$ cat src/rtl/cordic_pkg.sv
// cordic_pkg
//   Shared constants and types for the CORDIC polar post-processing slice.
//   KINV      : 1/K CORDIC gain compensation factor, unsigned Q1.15.
//   PI_Q      : pi in Q4.11.
//   FRAC_DEF  : default number of fractional data bits.
//   POLAR_W   : data width of one field of the result word.
//   polar_t   : {mag, phase} result word stored in the output FIFO.
//   scale_pi  : rescales PI_Q to a different number of fractional bits.
package cordic_pkg;

  localparam int FRAC_DEF = 11;
  localparam int POLAR_W = 16;
  localparam int KINV_FRAC = 15;
  localparam logic [15:0] KINV = 16'd19898;
  localparam int PI_Q = 6434;

  typedef struct packed {
    logic [POLAR_W-1:0] mag;
    logic [POLAR_W-1:0] phase;
  } polar_t;

  // PI_Q is stored for FRAC_DEF fractional bits; other formats shift it.
  function automatic int scale_pi(input int frac);
    if (frac >= FRAC_DEF) begin
      return PI_Q << (frac - FRAC_DEF);
    end else begin
      return PI_Q >> (FRAC_DEF - frac);
    end
  endfunction

endpackage

$ cat src/rtl/cordic_post_fifo.sv
// cordic_post_fifo
//   Show-ahead FIFO with occupancy count and drop-on-full behaviour.
//   Ports:
//     clk      in   rising-edge clock
//     rst      in   synchronous active-low reset (pointers, count, overflow)
//     wr_en    in   write request
//     wr_data  in   word to write
//     rd_en    in   consumer accepts the head (ignored while empty)
//     rd_data  out  head entry, zero while empty
//     count    out  number of stored entries, 0..DEPTH
//     overflow out  sticky; a write was dropped because the FIFO was full
module cordic_post_fifo #(
  parameter int DATA_W = 32,
  parameter int DEPTH = 4
) (
  input  logic                     clk,
  input  logic                     rst,
  input  logic                     wr_en,
  input  logic [DATA_W-1:0]        wr_data,
  input  logic                     rd_en,
  output logic [DATA_W-1:0]        rd_data,
  output logic [$clog2(DEPTH):0]   count,
  output logic                     overflow
);

  localparam int PTR_W = $clog2(DEPTH);

  logic [DATA_W-1:0] mem [DEPTH];
  logic [PTR_W-1:0] wr_ptr;
  logic [PTR_W-1:0] rd_ptr;
  logic empty;
  logic full;
  logic pop;
  logic push;
  logic drop;

  // A write into a full FIFO still lands if the head leaves in the same cycle.
  always_comb begin
    empty = (count == '0);
    full = (count == (PTR_W + 1)'(DEPTH));
    pop = rd_en && !empty;
    push = wr_en && (!full || pop);
    drop = wr_en && full && !pop;
  end

  always_ff @(posedge clk) begin
    if (!rst) begin
      wr_ptr <= '0;
      rd_ptr <= '0;
      count <= '0;
      overflow <= 1'b0;
    end else begin
      if (push) begin
        wr_ptr <= wr_ptr + 1'b1;
      end
      if (pop) begin
        rd_ptr <= rd_ptr + 1'b1;
      end
      if (push && !pop) begin
        count <= count + 1'b1;
      end else if (pop && !push) begin
        count <= count - 1'b1;
      end
      if (drop) begin
        overflow <= 1'b1;
      end
    end
  end

  // Storage is never cleared; the count decides what is visible.
  always_ff @(posedge clk) begin
    if (rst && push) begin
      mem[wr_ptr] <= wr_data;
    end
  end

  always_comb begin
    rd_data = empty ? '0 : mem[rd_ptr];
  end

endmodule

$ cat src/rtl/cordic_polar_post.sv
// cordic_polar_post
//   Post-processing for a vectoring CORDIC: removes the CORDIC gain from the
//   magnitude, undoes the 180-degree pre-rotation on the angle, and buffers
//   the polar result in a show-ahead FIFO with valid/ready output.
//   Config macro: CORDIC_POST_ROUND_EN selects round-half-up on the magnitude
//   (default build truncates).
//   Ports:
//     clk        in   rising-edge clock
//     rst        in   synchronous active-low reset
//     in_valid   in   CORDIC sample valid
//     x_in       in   CORDIC X output (magnitude x K), signed Q4.11
//     theta_in   in   CORDIC angle, signed Q4.11 radians
//     quad_in    in   original vector was pre-rotated by 180 degrees
//     mag_out    out  gain-compensated magnitude, Q4.11
//     phase_out  out  corrected angle in (-pi, pi], Q4.11
//     out_valid  out  FIFO head holds a result
//     out_ready  in   consumer accepts the head
//     overflow   out  sticky sample-drop flag
module cordic_polar_post
  import cordic_pkg::*;
#(
  parameter int WIDTH = POLAR_W,
  parameter int FRAC = FRAC_DEF,
  parameter int DEPTH = 4
) (
  input  logic             clk,
  input  logic             rst,
  input  logic             in_valid,
  input  logic [WIDTH-1:0] x_in,
  input  logic [WIDTH-1:0] theta_in,
  input  logic             quad_in,
  output logic [WIDTH-1:0] mag_out,
  output logic [WIDTH-1:0] phase_out,
  output logic             out_valid,
  input  logic             out_ready,
  output logic             overflow
);

  localparam int PROD_W = WIDTH + 16;
  localparam int CNT_W = $clog2(DEPTH) + 1;
  localparam logic [WIDTH-1:0] PI_W = WIDTH'(scale_pi(FRAC));

  logic [WIDTH-1:0] xc;
  logic [PROD_W-1:0] prod_c;
  logic s1_valid;
  logic [PROD_W-1:0] s1_prod;
  logic [WIDTH-1:0] s1_theta;
  logic s1_quad;
  logic [PROD_W:0] prod_rnd;
  logic [WIDTH-1:0] mag_c;
  logic [WIDTH-1:0] phase_c;
  logic theta_pos;
  logic s2_valid;
  polar_t s2_word;
  polar_t head;
  logic [CNT_W-1:0] fifo_count;

  // Negative X can only come from arithmetic noise near zero; clamp it away.
  always_comb begin
    xc = x_in[WIDTH-1] ? '0 : x_in;
    prod_c = PROD_W'(xc) * PROD_W'(KINV);
  end

  always_ff @(posedge clk) begin
    if (!rst) begin
      s1_valid <= 1'b0;
    end else begin
      s1_valid <= in_valid;
    end
  end

  always_ff @(posedge clk) begin
    if (in_valid) begin
      s1_prod <= prod_c;
      s1_theta <= theta_in;
      s1_quad <= quad_in;
    end
  end

  // One spare bit keeps the rounding add from wrapping.
  // KINV < 1, so the shifted product always fits in WIDTH-1 bits.
`ifdef CORDIC_POST_ROUND_EN
  localparam logic [PROD_W:0] RND = (PROD_W + 1)'(1) << (KINV_FRAC - 1);
  always_comb begin
    prod_rnd = {1'b0, s1_prod} + RND;
  end
`else
  always_comb begin
    prod_rnd = {1'b0, s1_prod};
  end
`endif

  // Pre-rotated vectors are moved back by pi toward the (-pi, pi] range;
  // theta == 0 maps to +pi so the result never lands on -pi.
  always_comb begin
    mag_c = WIDTH'(prod_rnd >> KINV_FRAC);
    theta_pos = !s1_theta[WIDTH-1] && (s1_theta != '0);
    if (!s1_quad) begin
      phase_c = s1_theta;
    end else if (theta_pos) begin
      phase_c = s1_theta - PI_W;
    end else begin
      phase_c = s1_theta + PI_W;
    end
  end

  always_ff @(posedge clk) begin
    if (!rst) begin
      s2_valid <= 1'b0;
    end else begin
      s2_valid <= s1_valid;
    end
  end

  always_ff @(posedge clk) begin
    if (s1_valid) begin
      s2_word.mag <= mag_c;
      s2_word.phase <= phase_c;
    end
  end

  cordic_post_fifo #(
    .DATA_W($bits(polar_t)),
    .DEPTH (DEPTH)
  ) u_fifo (
    .clk     (clk),
    .rst     (rst),
    .wr_en   (s2_valid),
    .wr_data (s2_word),
    .rd_en   (out_ready),
    .rd_data (head),
    .count   (fifo_count),
    .overflow(overflow)
  );

  always_comb begin
    out_valid = (fifo_count != '0);
    mag_out = head.mag;
    phase_out = head.phase;
  end

endmodule

$ cat config.mk
export PLATFORM = sky130hd
export DESIGN_NAME = cordic_polar_post
export DESIGN_NICKNAME = d
export VERILOG_FILES = /design/src/rtl/cordic_pkg.sv /design/src/rtl/cordic_post_fifo.sv /design/src/rtl/cordic_polar_post.sv
export SDC_FILE = /design/constraint.sdc
export NUM_CORES = 1
export LEC_CHECK = 0
export ABC_AREA = 1
export ABC_CLOCK_PERIOD_IN_PS = 7000
export CORE_AREA = 2 2 149 151
export CTS_CLUSTER_DIAMETER = 50
export DETAILED_ROUTE_END_ITERATION = 8
export DIE_AREA = 0 0 151 153
export PLACE_DENSITY = 0.82
export SYNTH_ARGS = -nofsm -noshare
export SYNTH_HDL_FRONTEND = slang
export SYNTH_SLANG_ARGS = --single-unit
export TNS_END_PERCENT = 100
$ cat constraint.sdc
create_clock -name clk -period 7 [get_ports clk]
set_clock_uncertainty 0.2 [all_clocks]
set_input_delay 0.7 -clock clk [delete_from_list [all_inputs] [get_ports clk]]
set_output_delay 0.7 -clock clk [all_outputs]
set_load 0.005 [all_outputs]
After elaboration in Yosys (flattened, before gate mapping)
Memory sizes are Yosys's and may differ from the RTL's. A register that Yosys moved wholly into a read port is not among the register bits.
Index checks and enable logic that the tools add are counted.
Word-level totals
  register bits: 89
  bits in latches: 0
  RAM bits: 128
  ROM bits: 0
  bits of input ports: 37
  output and inout bits: 34
  memories kept: 1
Memory list
  u_fifo.mem: depth 4, bits a word 32, read ports 1, clocked after Yosys merged registers in 1, write ports 1, line cordic_post_fifo.sv:28  | logic [DATA_W-1:0] mem [DEPTH];
Operators by class
  $add $sub $neg: 6
  multiply operators: 1
  divide/modulo/power cells: 0
  $lt $le $gt $ge: 0
  equality and inequality tests: 1
  shift-type cells: 0
  multiplexer cells: 10
  bitwise logic cells: 0
  reductions and logical operators: 18
Operators by type and width (count)
  16-bit 2-to-1 mux: 2
  32-bit 2-to-1 mux: 1
  15-bit by 14-bit multiplier with 29-bit output (second input constant): 1
  16-bit by 13-bit adder with 16-bit output (second input constant): 1
  16-bit nonzero test: 1
  16-bit by 13-bit subtractor with 16-bit output (second input constant): 1
  15-bit 2-to-1 mux: 1
  1-bit logical AND: 8
  3-bit 2-to-1 mux: 2
  1-bit zero test: 5
  2-bit by 1-bit adder with 2-bit output (second input constant): 2
  2-bit 2-to-1 mux: 2
  3-bit by 1-bit adder with 3-bit output (second input constant): 1
  3-bit equality test (second input constant): 1
  3-bit zero test: 1
  3-bit nonzero test: 1
  3-bit by 1-bit subtractor with 3-bit output (second input constant): 1
  1-bit 2-to-1 mux: 2
  2-bit nonzero test: 1
  1-bit logical OR: 1

Logic depth before layout (Yosys ltp)
Gate-level depths: netlist of run 1.
  depth in word-level cells: 9
  gate-level depth with buffers: 28
  mapped depth without buffers: 28

Cells and area by module
Synthesis of run 1 repeated with hierarchy kept, for this count alone.
Second synthesis, totals
  cell total of the unflattened synthesis: 1344
  area total of the unflattened synthesis: 13198.9 um2
By module, submodules not included
  cordic_polar_post: times used 1, cells an instance 892, area each 7706.1 um2
  cordic_post_fifo: times used 1, cells an instance 452, area each 5492.8 um2

Worst setup path before layout of run 1
Ideal clock, no wire load.
  kind: input port to flip-flop
  from: input port x_in[15]
  to: register s1_prod[28] (data pin)
  setup time: 252 ps
  data arrival time: 5320 ps
  required time: 6548 ps
  path slack: 1228 ps
  cell stages on the path: 25
  cell sequence: inv_1 -> clkbuf_1 -> nand2_1 -> inv_1 -> ha_1 -> inv_1 -> fa_1 -> fa_1 -> inv_1 -> fa_1 -> fa_1 -> inv_1 -> fa_1 -> inv_1 -> ha_1 -> nand2_1 -> inv_1 -> nand2_1 -> nand2_1 -> nand2_1 -> nand2_1 -> a21oi_1 -> nand2_1 -> nand2_1 -> nand2_1
Between the ends
  cells in the longest elaborated chain, start to end: 2
RTL lines
  start, declared: line cordic_polar_post.sv:29  | input logic [WIDTH-1:0] x_in,
  15-bit 2-to-1 mux: line cordic_polar_post.sv:60  | xc = x_in[WIDTH-1] ? '0 : x_in;
  15-bit by 14-bit multiplier with 29-bit output: line cordic_polar_post.sv:61  | prod_c = PROD_W'(xc) * PROD_W'(KINV);
  named net prod_c[28]: line cordic_polar_post.sv:44  | logic [PROD_W-1:0] prod_c;
  end signal, assigned: line cordic_polar_post.sv:74  | s1_prod <= prod_c;
  end, declared: line cordic_polar_post.sv:46  | logic [PROD_W-1:0] s1_prod;
The timed path passes the listed nets, and every way through them passes these cells.
A chain may end at the register's enable or synchronous reset.

Worst setup path in the final report of run 1
  from: input port x_in[15]
  to: register s1_prod[21] (data pin)
The elaborated chain is that of the path after synthesis.

==> results of run 1 <==
## worst max-delay path, delay by kind of cell
kind | cells | cell delay [ps]
fa+ha+maj | 7 | 2890
buf+inv | 6 | 1230
simple gates | 7 | 810
compound gates | 2 | 660
## layout make-up
class	count	area, um^2
Clock buffer	17	425
Clock inverter	15	183
Fill cell	1632	6980
Inverter	215	807
Multi-Input combinational cell	855	6080
Sequential cell	199	5860
Tap cell	280	350
Timing Repair Buffer	84	803
## state kept, by name, summed over array words and instances, names as in the netlist, named ones only
| name | count |
|---|---|
| s1_valid | 1 |
| u_fifo.count | 3 |
| u_fifo.mem | 124 |
| u_fifo.rd_ptr | 2 |
| s1_prod | 15 |
| s1_theta | 16 |
| s1_quad | 1 |
| u_fifo.wr_ptr | 2 |
| s2_valid | 1 |
| s2_word | 31 |
| u_fifo.overflow | 1 |
## power by group through the flow
stage	logic (mW)	registers, mW	clock network [mW]
floorplan	1.59	1.54	0
finish	2.35	1.53	0.990
global placement	2.25	1.55	0
global route	2.67	1.55	1.05
detailed placement	2.31	1.56	0
CTS	2.34	1.53	1.00
## worst max path at each step
stage	slack, ps	cells after the start	startpoint	endpoint
after floorplan	1230	25	x_in[15]	s1_prod[28]
after global placement	340	22	x_in[15]	s1_prod[21]
after detailed placement	310	22	x_in[15]	s1_prod[21]
after CTS	720	22	x_in[15]	s1_prod[21]
after global routing	300	20	x_in[15]	s1_prod[24]
final	680	22	x_in[15]	s1_prod[21]
## cells in the final DEF, fill, tap and decap left out, types with 2 or more instances in the layout
cell type / synthesis / routed
nor2_2: 0 / 4
nor3_1: 5 / 5
a21boi_0: 2 / 2
xnor2_1: 7 / 7
nand3_1: 40 / 40
a21oi_1: 79 / 79
inv_1: 213 / 213
o21ai_1: 7 / 7
a21o_1: 6 / 6
o21ai_0: 86 / 86
xor2_1: 8 / 8
clkinv_1: 1 / 3
nor2_1: 195 / 191
inv_6: 0 / 5
clkinv_8: 0 / 2
inv_8: 0 / 3
edfxtp_1: 187 / 187
bufinv_16: 0 / 2
fa_1: 79 / 79
o21bai_1: 6 / 6
a31oi_1: 3 / 3
clkdlybuf4s50_1: 0 / 69
buf_4: 1 / 15
dfxtp_1: 12 / 11
o21a_1: 3 / 3
clkbuf_16: 0 / 17
nand4_1: 10 / 10
nand2_1: 185 / 185
ha_1: 128 / 128
## cell families (layout without fill, tap and decap cells)
family,count (synthesis),count (layout)
adder cells (fa/ha/maj),207,207
buffers and inverters,242,331
AND/OR/NAND/NOR,438,438
XOR/XNOR,15,15
other,1,1
flip-flops,199,199
AO/OA/AOI/OAI,194,194
## metal layers
layer  up-vias  global-route usage [%]  share of wire [%]
met5         -                       0                  0
met4         0                    9.21                2.8
met3        55                    4.06                5.8
met2       325                    42.5                 49
met1      4303                    32.7                 43
li1       4411                       -                  -
## stage by stage
step                hold slack (ps)  total power [mW]
floorplan                       200              3.13
detailed placement              206              3.87
global placement                203              3.80
CTS                             223              4.88
global route                    229              5.26
finish                          221              4.87
==> flow_metrics.tcl, run 1 <==
set metrics [dict create \
    period_needed_ps 6320 \
    switching_share_pct 39.9 \
    track_usage_pct 25.1 \
    wire_per_inst_um 16.5 \
    synth_fa_ha_area_share_pct 24.8 \
    synth-compound-area-share_pct 7.95 \
    critPathKind "input pin to register" \
    drc 0 \
    layout_setup_ws_ps 679 \
    netlist_area_um2 12800 \
    hold_depth 0 \
    fp.coreArea_um2 21500 \
    critical_path.startpoint_type "input pin" \
    setup_violations 0 \
    synth_warnings 0 \
    synth_edf_count 187 \
    reg2reg_to "s2_word[15]" \
    first_pass_iters 6 \
    place_area_um2 13900 \
    synth_top_cell_area_share_pct 43.7 \
    reg2reg_depth 15 \
    hold_buffers 0 \
    syn_to_final_growth_pct 12.9 \
    cpMostUsedCell "inv_1" \
    clk-insertion-delay-late_ps 440 \
    synth_mux_area_share_pct 0 \
    crit_arrival_ps 6300 \
    yosysSeqAreaShare_pct 45.6 \
    switchingPower_mw 1.94 \
    grt_remaining_overflow 0 \
    tightest_slew_ps 903 \
    synthXorXnorAreaFrac_pct 1.02 \
    final_util_pct 67.5 \
    drtIter0Drc 591 \
    grt_max_degree 64 \
    maxSlewHeadroom_pct 39.7 \
    grt_antenna_before_repair 0 \
    syn-num-nets 1540 \
    cts_tree "yes" \
    post_cts_resized 0 \
    placed_cells 1633 \
    final_cell_count_no_fill 1665 \
    synth_most_common_cell "inv_1" \
    r2r_setup_slack_ps 3710 \
    power_leakage_nw 6.53 \
    finalMaxSlewViolations 0 \
    portBuffers 69 \
    rows 54 \
    clk_pin_slew_ps 70 \
    place_ws_ps 308 \
    yosys.area_share.simple_pct 13.5 \
    hp-class "register to register" \
    clockRootBuffer "clkbuf_16" \
    dp_hpwl_mm 20.6 \
    io_pins 71 \
    rsz0062_at_grt "false" \
    min-delay-start "s1_prod[16]" \
    setup_tns_ps 0 \
    peakVddDrop_mv 0.185 \
    async_flop_share_pct 0 \
    diodes 0 \
    cpPeakStageDelay_ps 520 \
    comb_power_share_pct 48.2 \
    die_area_um2 23100 \
    numCtsBuffers 17 \
    cp_slowest_cell "fa_1" \
    final-hold-violation-count 0 \
    fin_area_um2 14500 \
    holdPathEnd "s2_word[17]" \
    max_freq_ghz 0.158 \
    nNetsFinal 1616 \
    crit_path_max_fanout 13 \
    required_ps 6980 \
    synthCells 1296 \
    post_drt_via_cell_ratio 5.46 \
    numClockSinks 199 \
    ys_types 32 \
    postCtsSetupRepairBufs 0 \
    wirelength_mm 27.4 \
    ys_top_cells_by_area "edfxtp_1 (44%), ha_1 (12%), fa_1 (12%)" \
    htreeDepth 4 \
    status "finished clean" \
    yosys_register_bits 199 \
    p_clk_share_pct 20.3 \
    vias 9094 \
    ctsLongestPathBuffers 2 \
    initial_core_util_pct 59.8 \
    synth.avg_cell_area_um2 9.91 \
    ant_nets 0 \
    pwr_density_cell_nw_per_um2 336 \
    synth-main-ff-cell "edfxtp_1" \
    crit_path_end_kind "register" \
    grt_first_pass_wirelength_mm 45.1 \
    die_h_um 153 \
    place_congestion 0.955 \
    worstPathCellList "clkdlybuf4s50_1 -> inv_1 -> nand2_1 -> inv_1 -> nor2_1 -> a21oi_1 -> ha_1 -> ha_1 -> inv_1 -> fa_1 -> fa_1 -> inv_1 -> fa_1 -> fa_1 -> ha_1 -> nand2_1 -> o21ai_0 -> inv_1 -> nand3_1 -> nand3_1 -> nand3_1 -> nand2_1" \
    cell_internal_pwr_mw 2.93 \
    drive_gt1_share_pct 3.68 \
    die_w_um 151 \
    grt_pass1_vias 9310 \
    yosys-top-cells-count "inv_1 (213), nor2_1 (195), edfxtp_1 (187), nand2_1 (185), ha_1 (128)" \
    cap_violations 0 \
    period_share_pct 90.3 \
    timing.rr.start "s1_theta[12]" \
    seqPwrFrac_pct 31.5 \
    synth_top_family_by_area "adder cells" \
    yosysTopAreaCell "edfxtp_1" \
]
No activity file was read; power rests on OpenSTA's default activity.
==> inputs of run 2 (changes only) <==
--- a/config.mk
+++ b/config.mk
@@ -7,10 +7,10 @@
 export LEC_CHECK = 0
 export ABC_AREA = 1
 export ABC_CLOCK_PERIOD_IN_PS = 7000
-export CORE_AREA = 2 2 149 151
+export CORE_AREA = 2 2 142 158
 export CTS_CLUSTER_DIAMETER = 50
 export DETAILED_ROUTE_END_ITERATION = 8
-export DIE_AREA = 0 0 151 153
+export DIE_AREA = 0 0 144 160
 export PLACE_DENSITY = 0.82
 export SYNTH_ARGS = -nofsm -noshare
 export SYNTH_HDL_FRONTEND = slang
==> flow_metrics.tcl, run 2 (synthesis results as in run 1) <==
set metrics [dict create \
    cap_violations 0 \
    clk-insertion-delay-late_ps 440 \
    layout_setup_ws_ps 761 \
    drive_gt1_share_pct 3.82 \
    track_usage_pct 25.6 \
    status "finished clean" \
    wirelength_mm 28.0 \
    nNetsFinal 1617 \
    die_w_um 144 \
    finalPower_mw 4.84 \
    crit_path_max_fanout 13 \
    dp_hpwl_mm 20.6 \
    final_util_pct 67.2 \
    htreeDepth 4 \
    drtIter0Drc 698 \
    die_h_um 160 \
    grt_first_pass_wirelength_mm 45.6 \
    hp-class "register to register" \
    setup_violations 0 \
    grt_pass1_vias 9296 \
    period_share_pct 89.1 \
    peakVddDrop_mv 0.177 \
    numCtsBuffers 17 \
    period_needed_ps 6240 \
    post_drt_via_cell_ratio 5.37 \
    regMostFlops "u_fifo.mem" \
    clockRootBuffer "clkbuf_16" \
    ctsLongestPathBuffers 2 \
    io_pins 71 \
    maxSlewHeadroom_pct 39.4 \
    syn_to_final_growth_pct 13.0 \
    cts_tree "yes" \
    critPathKind "input pin to register" \
    diodes 0 \
    portBuffers 69 \
    ant_nets 0 \
    rsz0062_at_grt "false" \
    die_area_um2 23000 \
    place_ws_ps 328 \
    largest_reg_flops 124 \
    fp.coreArea_um2 21600 \
    grt_antenna_before_repair 0 \
    tightest_slew_ps 908 \
    crit_arrival_ps 6220 \
    place_congestion 0.955 \
    numClockSinks 199 \
    clk_pin_slew_ps 70 \
    max_freq_ghz 0.160 \
    final_cell_mix "inv_1 (213), nor2_1 (191), edfxtp_1 (187), nand2_1 (185), ha_1 (128)" \
    power_leakage_nw 6.52 \
    first_pass_iters 7 \
    layout_commonest_cell "inv_1" \
    postCtsSetupRepairBufs 0 \
    setup_tns_ps 0 \
    final-hold-violation-count 0 \
    drc 0 \
    pwr_density_cell_nw_per_um2 333 \
    grt_max_degree 64 \
    wire_per_inst_um 16.6 \
    grt_remaining_overflow 0 \
    rows 57 \
    required_ps 6990 \
    hold_buffers 0 \
    initial_core_util_pct 59.5 \
    crit_path_end_kind "register" \
    post_cts_resized 0 \
    critical_path.startpoint_type "input pin" \
    largestRegisters "u_fifo.mem: 124 flops, s2_word: 31 flops, s1_theta: 16 flops" \
    finalMaxSlewViolations 0 \
    vias 9026 \
]
==> run 2: changes by cell type in the layout (fill, tap and decap cells not counted), moves of 2 or more <==
cell and change:
clkinv_4 +3, clkinvlp_4 +3, inv_6 -3, clkinv_1 -2
==> run 2: path summary, 6_finish.rpt <==
| check | start | to | slack, ps | cells past startpoint |
|---|---|---|---|---|
| setup reg to reg | s1_theta[0] | s2_word[12] | 3620 | 16 |
| hold reg to reg | s1_prod[15] | s2_word[16] | 220 | 0 |
| setup / recovery | x_in[15] | s1_prod[24] | 760 | 20 |
| hold / removal | s1_prod[15] | s2_word[16] | 220 | 0 |
==> run 2: report_power, final <==
group	switching, mW	internal, mW
Combinational	1.43	0.913
Sequential	0.0585	1.48
Clock	0.453	0.507
==> run 2: metrics by stage <==
stage | instances | hold WS [ps] | instance area, um^2
after global placement | 1649 | 201 | 13900
final | 1681 | 221 | 14500
after floorplan | 1296 | 200 | 12800
after global routing | 1681 | 226 | 14500
after detailed placement | 1649 | 205 | 13900
after CTS | 1681 | 220 | 14500
==> run 2: area by class of cell <==
class                      instances  area, um^2
fill                            1628        7090
clock buffer                      18         429
inverter                         215         807
sequential                       199        5860
tap                              295         369
timing repair buffer              85         811
multi-input combinational        855        6080
clock inverter                    14         163
==> run 2: layer usage <==
| layer | vias to the layer above | part of all wire [%] | GRT usage, % |
|---|---|---|---|
| met5 | - | 0 | 0 |
| met2 | 283 | 51 | 44.4 |
| met1 | 4288 | 42 | 33.2 |
| li1 | 4409 | - | - |
| met4 | 0 | 2.1 | 8.56 |
| met3 | 46 | 4.9 | 3.30 |
==> run 2: worst max-delay path, cell delays in order <==
cell and delay, ps:
clkdlybuf4s50_1 460, inv_1 290, nand2_1 180, inv_1 250, nor2_1 60, a21oi_1 300
ha_1 300, ha_1 300, inv_1 90, fa_1 450, fa_1 510, inv_1 60
fa_1 500, fa_1 480, ha_1 340, nand2_1 120, nor4_1 440, nand3_1 200
nand4_1 120, nand2_1 60
